**src/rtl/aftab_aau_controller.sv**
```systemverilog
// Sequencing controller between the AFTAB core and the shared multiply/divide
// unit (AAU). Accepts one M-extension operation at a time, drives the AAU
// start/mode lines, selects the proper result half and strobes doneM.
// Divide-by-zero and signed-overflow divides are resolved locally.
module aftab_aau_controller #(
  parameter int size = 32
) (
  input  logic            clk,
  input  logic            rst,
  input  logic            startM,
  input  logic [2:0]      funct3,
  input  logic [size-1:0] opA,
  input  logic [size-1:0] opB,
  input  logic            flush,
  output logic            readyM,
  output logic            doneM,
  output logic [size-1:0] resultM,
  output logic            dividedByZero,
  output logic [size-1:0] aauA,
  output logic [size-1:0] aauB,
  output logic            multAAU,
  output logic            divideAAU,
  output logic            signedSigned,
  output logic            signedUnsigned,
  output logic            unsignedUnsigned,
  input  logic [size-1:0] H,
  input  logic [size-1:0] L,
  input  logic            completeAAU
);

  typedef enum logic [1:0] {IDLE, BUSY, DRAIN, DONE} state_t;

  localparam logic [size-1:0] MinSigned = {1'b1, {(size-1){1'b0}}};

  state_t          state, nextState;
  logic [2:0]      f3Reg;
  logic            accept;
  logic            divByZeroCase;
  logic            overflowCase;
  logic            shortcut;
  logic            aauActive;
  logic            capture;
  logic [size-1:0] shortResult;
  logic [size-1:0] aauResult;

  assign accept        = startM & readyM & ~flush;
  // Any div/rem with a zero divisor, including DIV/REM.
  assign divByZeroCase = funct3[2] & (opB == '0);
  // Only the signed variants (DIV, REM) can overflow.
  assign overflowCase  = funct3[2] & ~funct3[0] & (opA == MinSigned) & (opB == '1);
  assign shortcut      = divByZeroCase | overflowCase;
  // funct3[1] distinguishes REM/REMU from DIV/DIVU.
  assign shortResult   = divByZeroCase ? (funct3[1] ? opA : '1)
                                       : (funct3[1] ? '0 : opA);
  // MUL and REM/REMU take the low half; all others take the high half.
  assign aauResult     = ((f3Reg == 3'b000) || (f3Reg[2] && f3Reg[1])) ? L : H;
  // A completion that coincides with a flush is dropped, not captured.
  assign capture       = (state == BUSY) & completeAAU & ~flush;
  assign aauActive     = (state == BUSY) || (state == DRAIN);

  // State, operand and result registers.
  always_ff @(posedge clk) begin
    // NOTE: sequential state uses non-blocking assignments so every register
    // samples the pre-edge values regardless of statement order.
    if (rst) begin
      state         <= IDLE;
      f3Reg         <= '0;
      aauA          <= '0;
      aauB          <= '0;
      resultM       <= '0;
      dividedByZero <= 1'b0;
    end else begin
      state <= nextState;
      if (accept) begin
        f3Reg <= funct3;
        aauA  <= opA;
        aauB  <= opB;
        if (shortcut) begin
          resultM       <= shortResult;
          dividedByZero <= divByZeroCase;
        end
      end
      if (capture) begin
        resultM       <= aauResult;
        dividedByZero <= 1'b0;
      end
    end
  end

  // Next-state logic.
  always_comb begin
    // NOTE: assigning a default before the case keeps this purely
    // combinational; a missed branch would otherwise infer a latch.
    nextState = state;
    unique case (state)
      IDLE:  if (accept) nextState = shortcut ? DONE : BUSY;
      BUSY: begin
        if (completeAAU)  nextState = flush ? IDLE : DONE;
        else if (flush)   nextState = DRAIN;
      end
      DRAIN: if (completeAAU) nextState = IDLE;
      DONE:  nextState = IDLE;
      default: nextState = IDLE;
    endcase
  end

  // Handshake, start and mode lines.
  always_comb begin
    readyM           = (state == IDLE);
    doneM            = (state == DONE) & ~flush;
    multAAU          = aauActive & ~f3Reg[2];
    divideAAU        = aauActive & f3Reg[2];
    signedUnsigned   = aauActive & (f3Reg == 3'b010);
    unsignedUnsigned = aauActive & f3Reg[0] & (f3Reg != 3'b001);
    signedSigned     = aauActive & ~signedUnsigned & ~unsignedUnsigned;
  end

endmodule

```
**config.mk**
```make
export PLATFORM = sky130hd
export DESIGN_NAME = aftab_aau_controller
export DESIGN_NICKNAME = d
export VERILOG_FILES = /design/src/rtl/aftab_aau_controller.sv
export SDC_FILE = /design/constraint.sdc
export NUM_CORES = 1
export LEC_CHECK = 0
export CAP_MARGIN = 25
export CORE_MARGIN = 4
export CORE_UTILIZATION = 44
export CTS_CLUSTER_SIZE = 10
export DETAILED_ROUTE_END_ITERATION = 10
export PLACE_DENSITY = 0.85
export SLEW_MARGIN = 20
export SYNTH_ARGS = -nofsm -noshare
export SYNTH_HDL_FRONTEND = slang
export SYNTH_SLANG_ARGS = --single-unit
```
**constraint.sdc**
```tcl
create_clock -name clk -period 5.83 [get_ports clk]
set_input_delay 1.166 -clock clk [delete_from_list [all_inputs] [get_ports clk]]
set_output_delay 1.166 -clock clk [all_outputs]
set_load 0.02 [all_outputs]
```
## Word-level counts from Yosys, hierarchy flattened

Cells that the tools add are included.

- Output and inout port bits: 104
- Logic and storage cells: 64
- Register bits after elaboration: 102
- Bits of input ports: 136

- Reductions and logical operators: 12
- Equal/unequal tests: 10
- Multiplexer cells: 14
- Bitwise logic cells: 22

Operators by type and width:

| operator | count |
|---|---|
| 32-bit 2-to-1 mux | 7 |
| 32-bit == test (second input constant) | 2 |
| 32-bit zero test | 1 |
| 1-bit AND | 16 |
| 2-bit 2-to-1 mux | 6 |
| 2-bit case mux with 4 select lines | 1 |
| 1-bit inverter | 5 |
| 2-bit == test (second input constant) | 2 |
| 2-bit AND reduction | 2 |
| 2-bit nonzero test | 2 |
| 3-bit by 2-bit == test with 1-bit output (second input constant) | 1 |
| 3-bit zero test | 1 |
| 3-bit by 1-bit inequality test with 1-bit output (second input constant) | 1 |
| 3-bit inequality test (second input constant) | 1 |
| 3-bit AND reduction | 1 |
| 2-bit by 1-bit == test with 1-bit output (second input constant) | 1 |
| 2-bit zero test | 1 |
| 1-bit logical OR | 2 |
| 2-bit by 1-bit inequality test with 1-bit output (second input constant) | 1 |
| 2-bit inequality test (second input constant) | 1 |
| 2-bit OR reduction | 1 |
| 1-bit logical AND | 1 |
| 1-bit bitwise OR | 1 |

## Logic depth before layout (Yosys ltp)

Gate-level depths: netlist (run 1).

- Depth after elaboration: 8
- Mapped depth: 10
- Gate-level depth less buffers: 8

## Worst setup path after synthesis (run 1)

No wires, ideal clock.

- Kind: in2reg
- Start point: input opB[3]
- End point: register resultM[30]
- Stages on the path: 6
- Slack: 2.744 ns
- Setup time: 0.072 ns
- Path buffers: 1
- Required time: 5.758 ns
- Arrival time: 3.014 ns
- Cell sequence: or4_1 > or4_4 > or3_4 > nand3_4 > buf_12 > mux2i_1

- Word-level cells in the longest chain between the ends: 6
- Elaborated cells between the ends (all ways): 11
- Classes of those cells: eq/ne (1); mux (4); bitwise (3); reduce/logical (3)

RTL lines:

| item | RTL line | text |
|---|---|---|
| from (decl) | 13 | `input logic [size-1:0] opB,` |
| 32-bit zero test | 48 | `assign divByZeroCase = funct3[2] & (opB == '0);` |
| 1-bit AND | 48 |  |
| 32-bit 2-to-1 mux | 53 | `assign shortResult = divByZeroCase ? (funct3[1] ? opA : '1)` |
| 32-bit 2-to-1 mux | 78 | `if (shortcut) begin` |
| 32-bit 2-to-1 mux | 74 | `if (accept) begin` |
| 32-bit 2-to-1 mux | 83 | `if (capture) begin` |
| to (signal assigned) | 79 | `resultM <= shortResult;` |
| to (signal assigned) | 84 | `resultM <= aauResult;` |
| to (decl) | 17 | `output logic [size-1:0] resultM,` |

Several ways; a longest one is shown, not always the timed one. The select of a mux whose other input is x is not followed.
A chain may end at the register's enable or synchronous reset.

## Final worst setup path (run 1)

- Start point: input opB[7]
- End point: register resultM[3]

Same word-level chain as after synthesis.

==> out/metrics.yaml, run 1 <==
synth:
  synthTopCellsByArea: "dfxtp_1 (41%), nand2_1 (15%), a21oi_1 (10%)"
  synth_area_leader_cell: "dfxtp_1"
  synth_top_area_share_pct: 41.4
  ys_types: 47
  synth-seq-cells: 102
  netlist_area_sq_mm: 0.00493
  syn_nets: 760
  syn_area_per_cell_sq_um: 7.97
  syn-instance-count: 619
  ys_seq_area_share_pct: 41.4
  yosys_warnings: 0
finish:
  regArea_sq_mm: 0.00204
  n_antenna_cell: 0
  drive_gt1_share_pct: 6.70
  multi_input_area_sq_mm: 0.00265
  syn_to_final_growth_pct: 52.5
  layout.nets: 972
  final_util_pct: 69.1
  fill_cells: 905
timing:
  setup_viol: 0
  layout_min_cycle_time_ns: 3.94
  period_share_pct: 67.6
  fmax_ghz: 0.254
  rsz0062_at_grt: "no"
  fin_skew_ns: 0.0126
  fin_ws_ns: 1.89
  relSlewSlack_pct: 32.5
  hold_viol: 0
  drv_slew: 0
  worst_slew_pin_slew_ns: 1.01
  tns_ns: 0
placement:
  gp_congestion: 0.885
  place_worst_setup_slack_ns: 1.55
  hpwlAfterDp_microns: 13600
  portBuffers: 239
worst_setup_path:
  critPathLaunch: "opB[7]"
  cp.arrival_ns: 4.20
  worstPathRequired_ns: 6.08
  cp-end-kind: "register"
  startpoint_type: "input port"
  reg2reg_from: "state[1]$_SDFFE_PP0P_"
  critical_path_class: "in2reg"
  crit_path_max_fanout: 32
grt:
  met1_usage_pct: 30.5
  grt_pass1_wl_microns: 27800
  track_usage_pct: 26.8
  grtUsageMet3_pct: 9.28
  busiest_layer: "met2"
  antenna_found_initial: 0
  grt_max_degree: 106
  grt_pass1_vias: 5533
  grt_remaining_overflow: 0
  use_met2_pct: 46.3
clocking:
  cts_setup_buffers: 0
  cts_hold_buf: 0
  cts_tree: "built"
  cts_made_buffers: 9
  clock_latency_ns: 0.35
  cts_resized: 0
  cts.clk_slew.worst_paths_ns: 0.10
  htree_levels: 3
  clock-sinks: 102
  cts.path.max_buffers: 2
  root_buffer: "clkbuf_8"
min_path:
  hold_class: "reg2reg"
  hp-start: "aauA[11]$_SDFFE_PP0P_"
status:
  status: "finished clean"
floorplan:
  die-area_sq_mm: 0.0130
  start_util_pct: 45.3
  die_h_microns: 114
  die_w_microns: 114
  core_area_sq_mm: 0.0109
  rows: 38
  io_pins: 240
routing:
  drt_iter0_drc: 363
  avgRoutedWirePerCell_microns: 18.6
  antenna_left: 0
  drt-pass1-iter-count: 5
  drc: 0
  wl_microns: 18100
  vias: 5329
  vias_per_cell: 5.46
job:
  max_cap_viol_count: 0
power:
  power_leakage_uw: 0.00260
  power_density_mw_per_mm2: 269
  vdd_ir_drop_max_mv: 0.160
## routing by layer
layer  vias up  wire (microns)
met1      2468            6860
met4         0             544
li1       2547               -
met2       278            8740
met3        36            2000
met5         -               0
## where the power goes
part	internal [uW]	switching (uW)
Combinational	332	424
Sequential	764	42.0
Clock	208	258
## stage by stage
| step | instance area, sq um | power, uW | instances | hold slack [ns] |
|---|---|---|---|---|
| 3_3_place_gp | 7300 | 1550 | 959 | 0.442 |
| 6_report | 7530 | 2030 | 976 | 0.457 |
| 3_5_place_dp | 7320 | 1580 | 960 | 0.447 |
| 4_1_cts | 7520 | 2040 | 976 | 0.460 |
| 2_1_floorplan | 4930 | 1230 | 619 | 0.471 |
| 5_1_grt | 7530 | 2140 | 976 | 0.481 |
## cell usage after synthesis, drive strengths merged
cell and n:
o21a 1, or2b 4, inv 3, or3 1
or4 4, o41ai 1, nand2b 29, nor3b 2
or4b 1, dfxtp 102, nor4 10, and3 1
ha 5, clkbuf 33, o21ai 3, nor2 5
nand4b 2, and2 1, o31ai 1, or4bb 1
nand3b 2, a21o 1, mux2i 32, nor3 4
nand4 8, a211oi 33, and4b 1, a21oi 102
nand2 204, or2 1, buf 11, nor4b 3
nand3 2, nor2b 4, and3b 1
## critical path, stage by stage
cell,delay [ns]
clkdlybuf4s50_1,0.66
nor4b_1,0.44
nand4_1,0.27
nor4_1,0.63
nand4_4,0.18
nand3_4,0.52
mux2i_1,0.31
## area by class of cell
class,count,area share (%)
Inverter,3,0.150
Multi-Input combinational cell,470,35.2
Clock inverter,6,1.03
Timing Repair Buffer,245,32.5
Tap cell,140,2.33
Sequential cell,102,27.1
Clock buffer,10,1.70
## registers in the layout, summed over array words and instances, names as in the netlist
register / count
aauA: 32
aauB: 32
dividedByZero: 1
f3Reg: 3
resultM: 32
state: 2
## placed cells by master, fill, tap and decap left out, types with 5 or more instances in the layout
| cell | instances |
|---|---|
| clkbuf_8 | 9 |
| nand4_1 | 7 |
| nor4_1 | 9 |
| nand2b_2 | 16 |
| nor2_1 | 5 |
| nand2b_1 | 13 |
| ha_1 | 5 |
| dfxtp_1 | 102 |
| a211oi_1 | 33 |
| mux2i_1 | 32 |
| a21oi_1 | 101 |
| clkdlybuf4s50_1 | 238 |
| nand2_1 | 203 |
| buf_4 | 6 |
## kinds of logic (layout without fill, tap and decap cells)
logic type	Yosys count	count (layout)	synth area share (%)
simple gates	291	291	29.0
compound gates	142	142	16.6
flops	102	102	41.4
buf+inv	47	264	5.25
mux	32	32	6.49
fa+ha+maj	5	5	1.27
## worst paths after layout
check	slack, ns	to	cells after the start
worst max register to register	3.32	resultM[0]$_SDFFE_PP0P_	9
worst max-delay path	1.89	resultM[3]$_SDFFE_PP0P_	7
worst min register to register	0.46	aauA[11]$_SDFFE_PP0P_	2
worst min-delay path	0.46	aauA[11]$_SDFFE_PP0P_	2
Note: power is estimated with default switching activity, not from simulation.
==> run 2, diff against run 1 <==
- CORE_UTILIZATION: 44 -> 41
- PLACE_DENSITY: 0.85 -> 0.8
- clock period: 5.83 -> 3.9 ns (I/O delays scaled with it)
==> out/metrics.yaml, run 2 (synthesis gave the netlist of run 1 again) <==
routing:
  drt_iter0_drc: 347  # was 363
  avgRoutedWirePerCell_microns: 18.6  # about the same
  vias: 5337  # was 5329
  drc: 0  # unchanged
  drt-pass1-iter-count: 5  # unchanged
  antenna_left: 0  # unchanged
  wl_microns: 18300  # was 18100 microns
  vias_per_cell: 5.42  # was 5.46
grt:
  grt_pass1_wl_microns: 28600  # was 27800 microns
  grt_pass1_vias: 5525  # was 5533
  grt_max_degree: 68  # was 106
  grt_remaining_overflow: 0  # unchanged
  track_usage_pct: 25.3  # was 26.8%
  antenna_found_initial: 0  # unchanged
finish:
  fin_cells: 984  # was 976
  regArea_sq_mm: 0.00204  # unchanged
  n_antenna_cell: 0  # unchanged
  final_util_pct: 66.4  # was 69.1%
  reg_top3: "aauA (32), aauB (32), resultM (32)"  # unchanged
  final_cell_mix: "clkdlybuf4s50_1 (238), nand2_1 (203), dfxtp_1 (102)"  # unchanged
  layout_commonest_cell: "clkdlybuf4s50_1"  # unchanged
  fill_cells: 957  # was 905
  syn_to_final_growth_pct: 56.2  # was 52.5%
  multi_input_area_sq_mm: 0.00265  # about the same
  drive_gt1_share_pct: 7.13  # was 6.70%
  layout.nets: 979  # was 972
clocking:
  cts_made_buffers: 9  # unchanged
  cts_tree: "built"  # unchanged
  cts.path.max_buffers: 2  # unchanged
  cts.clk_slew.worst_paths_ns: 0.07  # was 0.10 ns
  root_buffer: "clkbuf_16"  # was clkbuf_8
  clock-sinks: 102  # unchanged
  cts_setup_buffers: 0  # unchanged
  clock_latency_ns: 0.34  # was 0.35 ns
  htree_levels: 3  # unchanged
  cts_hold_buf: 0  # unchanged
  cts_resized: 0  # unchanged
worst_setup_path:
  slowest_stage: "nor4_1"  # was clkdlybuf4s50_1
  startpoint_type: "input port"  # unchanged
  critical-path-top-delay-family: "simple AND/OR/NAND/NOR gates"  # unchanged
  worstPathRequired_ns: 4.16  # was 6.08 ns
  cp-end-kind: "register"  # unchanged
  critical_path_class: "in2reg"  # unchanged
  critical-path-max-stage-delay_ns: 0.62  # was 0.66 ns
  critPathBufInv: 2  # was 1
  crit_path_max_fanout: 21  # was 32
  cp.arrival_ns: 3.57  # was 4.20 ns
  crit_chain: "clkdlybuf4s50_1, nor4b_1, nand4_1, nor4_1, nand4_4, nand3_4, buf_12, mux2i_1"  # was clkdlybuf4s50_1, nor4b_1, nand4_1, nor4_1, nand4_4, nand3_4, mux2i_1
timing:
  drv_slew: 0  # unchanged
  setup_viol: 0  # unchanged
  period_share_pct: 84.8
  worst_slew_pin_slew_ns: 0.730  # was 1.01 ns
  fmax_ghz: 0.302
  layout_min_cycle_time_ns: 3.31
  rsz0062_at_grt: "no"  # unchanged
  tns_ns: 0  # unchanged
  hold_viol: 0  # unchanged
  relSlewSlack_pct: 51.4  # was 32.5%
  fin_skew_ns: 0.00726  # was 0.0126 ns
placement:
  portBuffers: 239  # unchanged
  numPlacedInstances: 970  # was 960
  gp_congestion: 0.853  # was 0.885
  hpwlAfterDp_microns: 14100  # was 13600 microns
floorplan:
  die_h_microns: 118  # was 114 microns
  core_area_sq_mm: 0.0116  # was 0.0109 sq mm
  io_pins: 240  # unchanged
  start_util_pct: 42.5  # was 45.3%
  die_w_microns: 118  # was 114 microns
  rows: 39  # was 38
  die-area_sq_mm: 0.0139  # was 0.0130 sq mm
power:
  power_density_mw_per_mm2: 435  # was 269 mW/mm^2
  vdd_ir_drop_max_mv: 0.218  # was 0.160 mV
  power_leakage_uw: 0.00269  # was 0.00260 uW
min_path:
  hold_class: "reg2reg"  # unchanged
status:
  status: "finished clean"  # unchanged
job:
  max_cap_viol_count: 0  # unchanged
run 2: changes by cell type in the layout (fill, tap and decap cells not counted), moves of 2 or more:
cell	change
clkbuf_16	+9
buf_4	+7
clkbuf_8	-9
inv_8	-2
bufinv_16	+2
run 2: final cells by class:
type | count | area share, %
Timing Repair Buffer | 252 | 32.4
Clock inverter | 4 | 1.27
Sequential cell | 102 | 26.5
Multi-Input combinational cell | 470 | 34.4
Inverter | 3 | 0.146
Tap cell | 143 | 2.32
Clock buffer | 10 | 2.97
run 2: worst min-delay path, delay by kind of cell (launching register included):
kind,cells,cell delay (ns)
AO/OA/AOI/OAI,1,0.05
AND/OR/NAND/NOR,1,0.05
flip-flops,1,0.31
run 2: path summary, 6_finish.rpt:
| kind | slack, ns | start | cells after the start | endpoint |
|---|---|---|---|---|
| worst max register to register | 1.76 | state[0]$_SDFFE_PP0P_ | 6 | aauB[22]$_SDFFE_PP0P_ |
| worst max-delay path | 0.59 | opB[7] | 8 | resultM[20]$_SDFFE_PP0P_ |
| worst min register to register | 0.46 | aauB[31]$_SDFFE_PP0P_ | 2 | aauB[31]$_SDFFE_PP0P_ |
| worst min-delay path | 0.46 | aauB[31]$_SDFFE_PP0P_ | 2 | aauB[31]$_SDFFE_PP0P_ |
run 2: layer usage:
layer,track usage [%],up-vias,routed length (microns)
met5,0,-,0
met4,9.08,0,437
met3,8.27,29,1720
met2,42.9,255,8670
met1,29.9,2494,7470
li1,-,2559,-
run 2: through the flow:
stage | total power (uW) | worst slack [ns] | hold slack [ns] | area, sq um
6_report | 3350 | 0.593 | 0.455 | 7710
5_1_grt | 3510 | 0.478 | 0.472 | 7710
4_1_cts | 3370 | 0.612 | 0.455 | 7710
3_5_place_dp | 2370 | 0.244 | 0.448 | 7380
3_3_place_gp | 2340 | 0.432 | 0.442 | 7380
2_1_floorplan | 1840 | 1.20 | 0.471 | 4930
run 2: power breakdown:
| group | internal, uW | switching, uW | leakage (uW) |
|---|---|---|---|
| registers | 1140 | 60.5 | 0.000829 |
| logic | 508 | 638 | 0.00170 |
| clock network | 621 | 384 | 0.000155 |
==> run 3, diff against run 2 <==
- clock period: 3.9 -> 3.2 ns (I/O delays scaled with it)
==> out/metrics.yaml, run 3 (synthesis gave the netlist of run 1 again) <==
timing:
  layout_min_cycle_time_ns: 2.87
  rsz0062_at_grt: "no"  # unchanged
  fin_skew_ns: 0.00479  # was 0.00726 ns
  drv_slew: 0  # unchanged
  setup_viol: 0  # unchanged
  fmax_ghz: 0.348
  worst_slew_pin_slew_ns: 0.721  # was 0.730 ns
  hold_viol: 0  # unchanged
  fin_ws_ns: 0.327  # was 0.593 ns
  period_share_pct: 89.8
  tns_ns: 0  # unchanged
  relSlewSlack_pct: 51.9  # was 51.4%
routing:
  vias: 5294  # was 5337
  wl_microns: 18100  # was 18300 microns
  drt_iter0_drc: 344  # was 347
  drt-pass1-iter-count: 5  # unchanged
  antenna_left: 0  # unchanged
  drc: 0  # unchanged
  avgRoutedWirePerCell_microns: 18.3  # was 18.6 microns
  vias_per_cell: 5.34  # was 5.42
clocking:
  cts.clk_slew.worst_paths_ns: 0.07  # about the same
  root_buffer: "clkbuf_16"  # unchanged
  cts_tree: "built"  # unchanged
  cts_made_buffers: 9  # unchanged
  cts_resized: 0  # unchanged
  cts_hold_buf: 0  # unchanged
  clock_latency_ns: 0.35  # was 0.34 ns
  cts_setup_buffers: 0  # unchanged
  cts.path.max_buffers: 2  # unchanged
  clock-sinks: 102  # unchanged
  htree_levels: 3  # unchanged
finish:
  regArea_sq_mm: 0.00204  # unchanged
  fill_cells: 977  # was 957
  layout_commonest_cell: "clkdlybuf4s50_1"  # unchanged
  final_cell_mix: "clkdlybuf4s50_1 (238), nand2_1 (203), dfxtp_1 (102)"  # unchanged
  multi_input_area_sq_mm: 0.00265  # unchanged
  n_antenna_cell: 0  # unchanged
  finalInstanceArea_sq_mm: 0.00774  # was 0.00771 sq mm
  drive_gt1_share_pct: 8.02  # was 7.13%
  fin_cells: 991  # was 984
  layout.nets: 984  # was 979
  reg_top3: "aauA (32), aauB (32), resultM (32)"  # unchanged
  syn_to_final_growth_pct: 56.8  # was 56.2%
floorplan:
  die_w_microns: 118  # unchanged
  rows: 39  # unchanged
  io_pins: 240  # unchanged
  start_util_pct: 42.5  # unchanged
  core_area_sq_mm: 0.0116  # unchanged
  die_h_microns: 118  # unchanged
  die-area_sq_mm: 0.0139  # unchanged
worst_setup_path:
  slowest_stage: "clkdlybuf4s50_1"  # was nor4_1
  reg2reg_from: "state[1]$_SDFFE_PP0P_"  # was state[0]$_SDFFE_PP0P_
  critPathBufInv: 2  # unchanged
  critical-path-top-delay-family: "buffers and inverters"  # was simple AND/OR/NAND/NOR gates
  critical_path_class: "reg2out"  # was in2reg
  r2r_cells: 9  # was 6
  r2r_end: "resultM[16]$_SDFFE_PP0P_"  # was aauB[22]$_SDFFE_PP0P_
  r2r_setup_slack_ns: 1.18  # was 1.76 ns
  worstPathRequired_ns: 2.56  # was 4.16 ns
  cp-end-kind: "output pin"  # was register
  crit_path_max_fanout: 4  # was 21
  cp.arrival_ns: 2.23  # was 3.57 ns
  crit_chain: "inv_1, ha_1, nor2b_1, and3b_1, clkdlybuf4s50_1"  # was clkdlybuf4s50_1, nor4b_1, nand4_1, nor4_1, nand4_4, nand3_4, buf_12, mux2i_1
  critical-path-max-stage-delay_ns: 0.66  # was 0.62 ns
  startpoint_type: "register"  # was input port
job:
  max_cap_viol_count: 0  # unchanged
placement:
  gp_congestion: 0.862  # was 0.853
  hpwlAfterDp_microns: 13600  # was 14100 microns
  place_worst_setup_slack_ns: 0.0204  # was 0.244 ns
  place_area_sq_mm: 0.00746  # was 0.00738 sq mm
  numPlacedInstances: 975  # was 970
  portBuffers: 239  # unchanged
grt:
  grt_pass1_wl_microns: 28900  # was 28600 microns
  grt_pass1_vias: 5411  # was 5525
  track_usage_pct: 25.7  # was 25.3%
  antenna_found_initial: 0  # unchanged
  grt_max_degree: 68  # unchanged
  grt_remaining_overflow: 0  # unchanged
min_path:
  hold_class: "reg2reg"  # unchanged
  hp-start: "aauA[17]$_SDFFE_PP0P_"  # was aauB[31]$_SDFFE_PP0P_
  worstHoldEndpoint: "aauA[17]$_SDFFE_PP0P_"  # was aauB[31]$_SDFFE_PP0P_
  hold_depth: 2  # unchanged
power:
  p_total_uw: 3940  # was 3350 uW
  power_leakage_uw: 0.00270  # was 0.00269 uW
  power_density_mw_per_mm2: 509  # was 435 mW/mm^2
  vdd_ir_drop_max_mv: 0.337  # was 0.218 mV
status:
  status: "finished clean"  # unchanged
## run 3: changes by cell type in the layout (fill, tap and decap cells not counted), sizes merged
cell / change
inv: +3
bufinv: -3
clkinvlp: +1
buf: +5
clkbuf: -1
clkinv: +2
## run 3: worst max-delay path by stage
stage	from	end	cells past startpoint
2_1_floorplan	opB[3]	resultM[30]$_SDFFE_PP0P_	6
3_3_place_gp	opB[1]	resultM[11]$_SDFFE_PP0P_	8
3_5_place_dp	opB[1]	resultM[12]$_SDFFE_PP0P_	8
4_1_cts	state[1]$_SDFFE_PP0P_	signedUnsigned	5
5_1_grt	state[1]$_SDFFE_PP0P_	signedUnsigned	5
6_report	state[1]$_SDFFE_PP0P_	signedUnsigned	5
## run 3: power breakdown
| part | internal (uW) | switching, uW | total (uW) |
|---|---|---|---|
| clock network | 539 | 524 | 1060 |
| registers | 1390 | 74.0 | 1470 |
| logic | 628 | 779 | 1410 |
## run 3: metrics by stage
step / utilization, % / hold slack, ns
3_3_place_gp: 64.2 / 0.441
6_report: 66.6 / 0.455
2_1_floorplan: - / 0.471
4_1_cts: 66.6 / 0.457
5_1_grt: 66.6 / 0.478
3_5_place_dp: 64.2 / 0.447
## run 3: area by class of cell
cell class / count / share of cell area [%]
timing repair buffer: 257 / 33.3
tap: 143 / 2.31
clock buffer: 9 / 2.91
multi-input combinational: 470 / 34.2
clock inverter: 7 / 0.744
inverter: 3 / 0.146
sequential: 102 / 26.4
## run 3: per-layer routing
metal	vias to the layer above	track usage, %	wire (microns)
met5	-	0	0
met4	0	7.69	328
met3	25	9.23	1710
met2	228	44.3	8770
met1	2480	30.0	7340
li1	2561	-	-
## run 3: worst reg2reg max path, stage by stage (launching register included)
cell and delay (ns):
dfxtp_1 0.35, inv_1 0.12, ha_1 0.19, nor2b_1 0.20
nand2_2 0.13, nand2_1 0.18, o31ai_4 0.11, buf_12 0.18
a211oi_1 0.31, mux2i_1 0.13
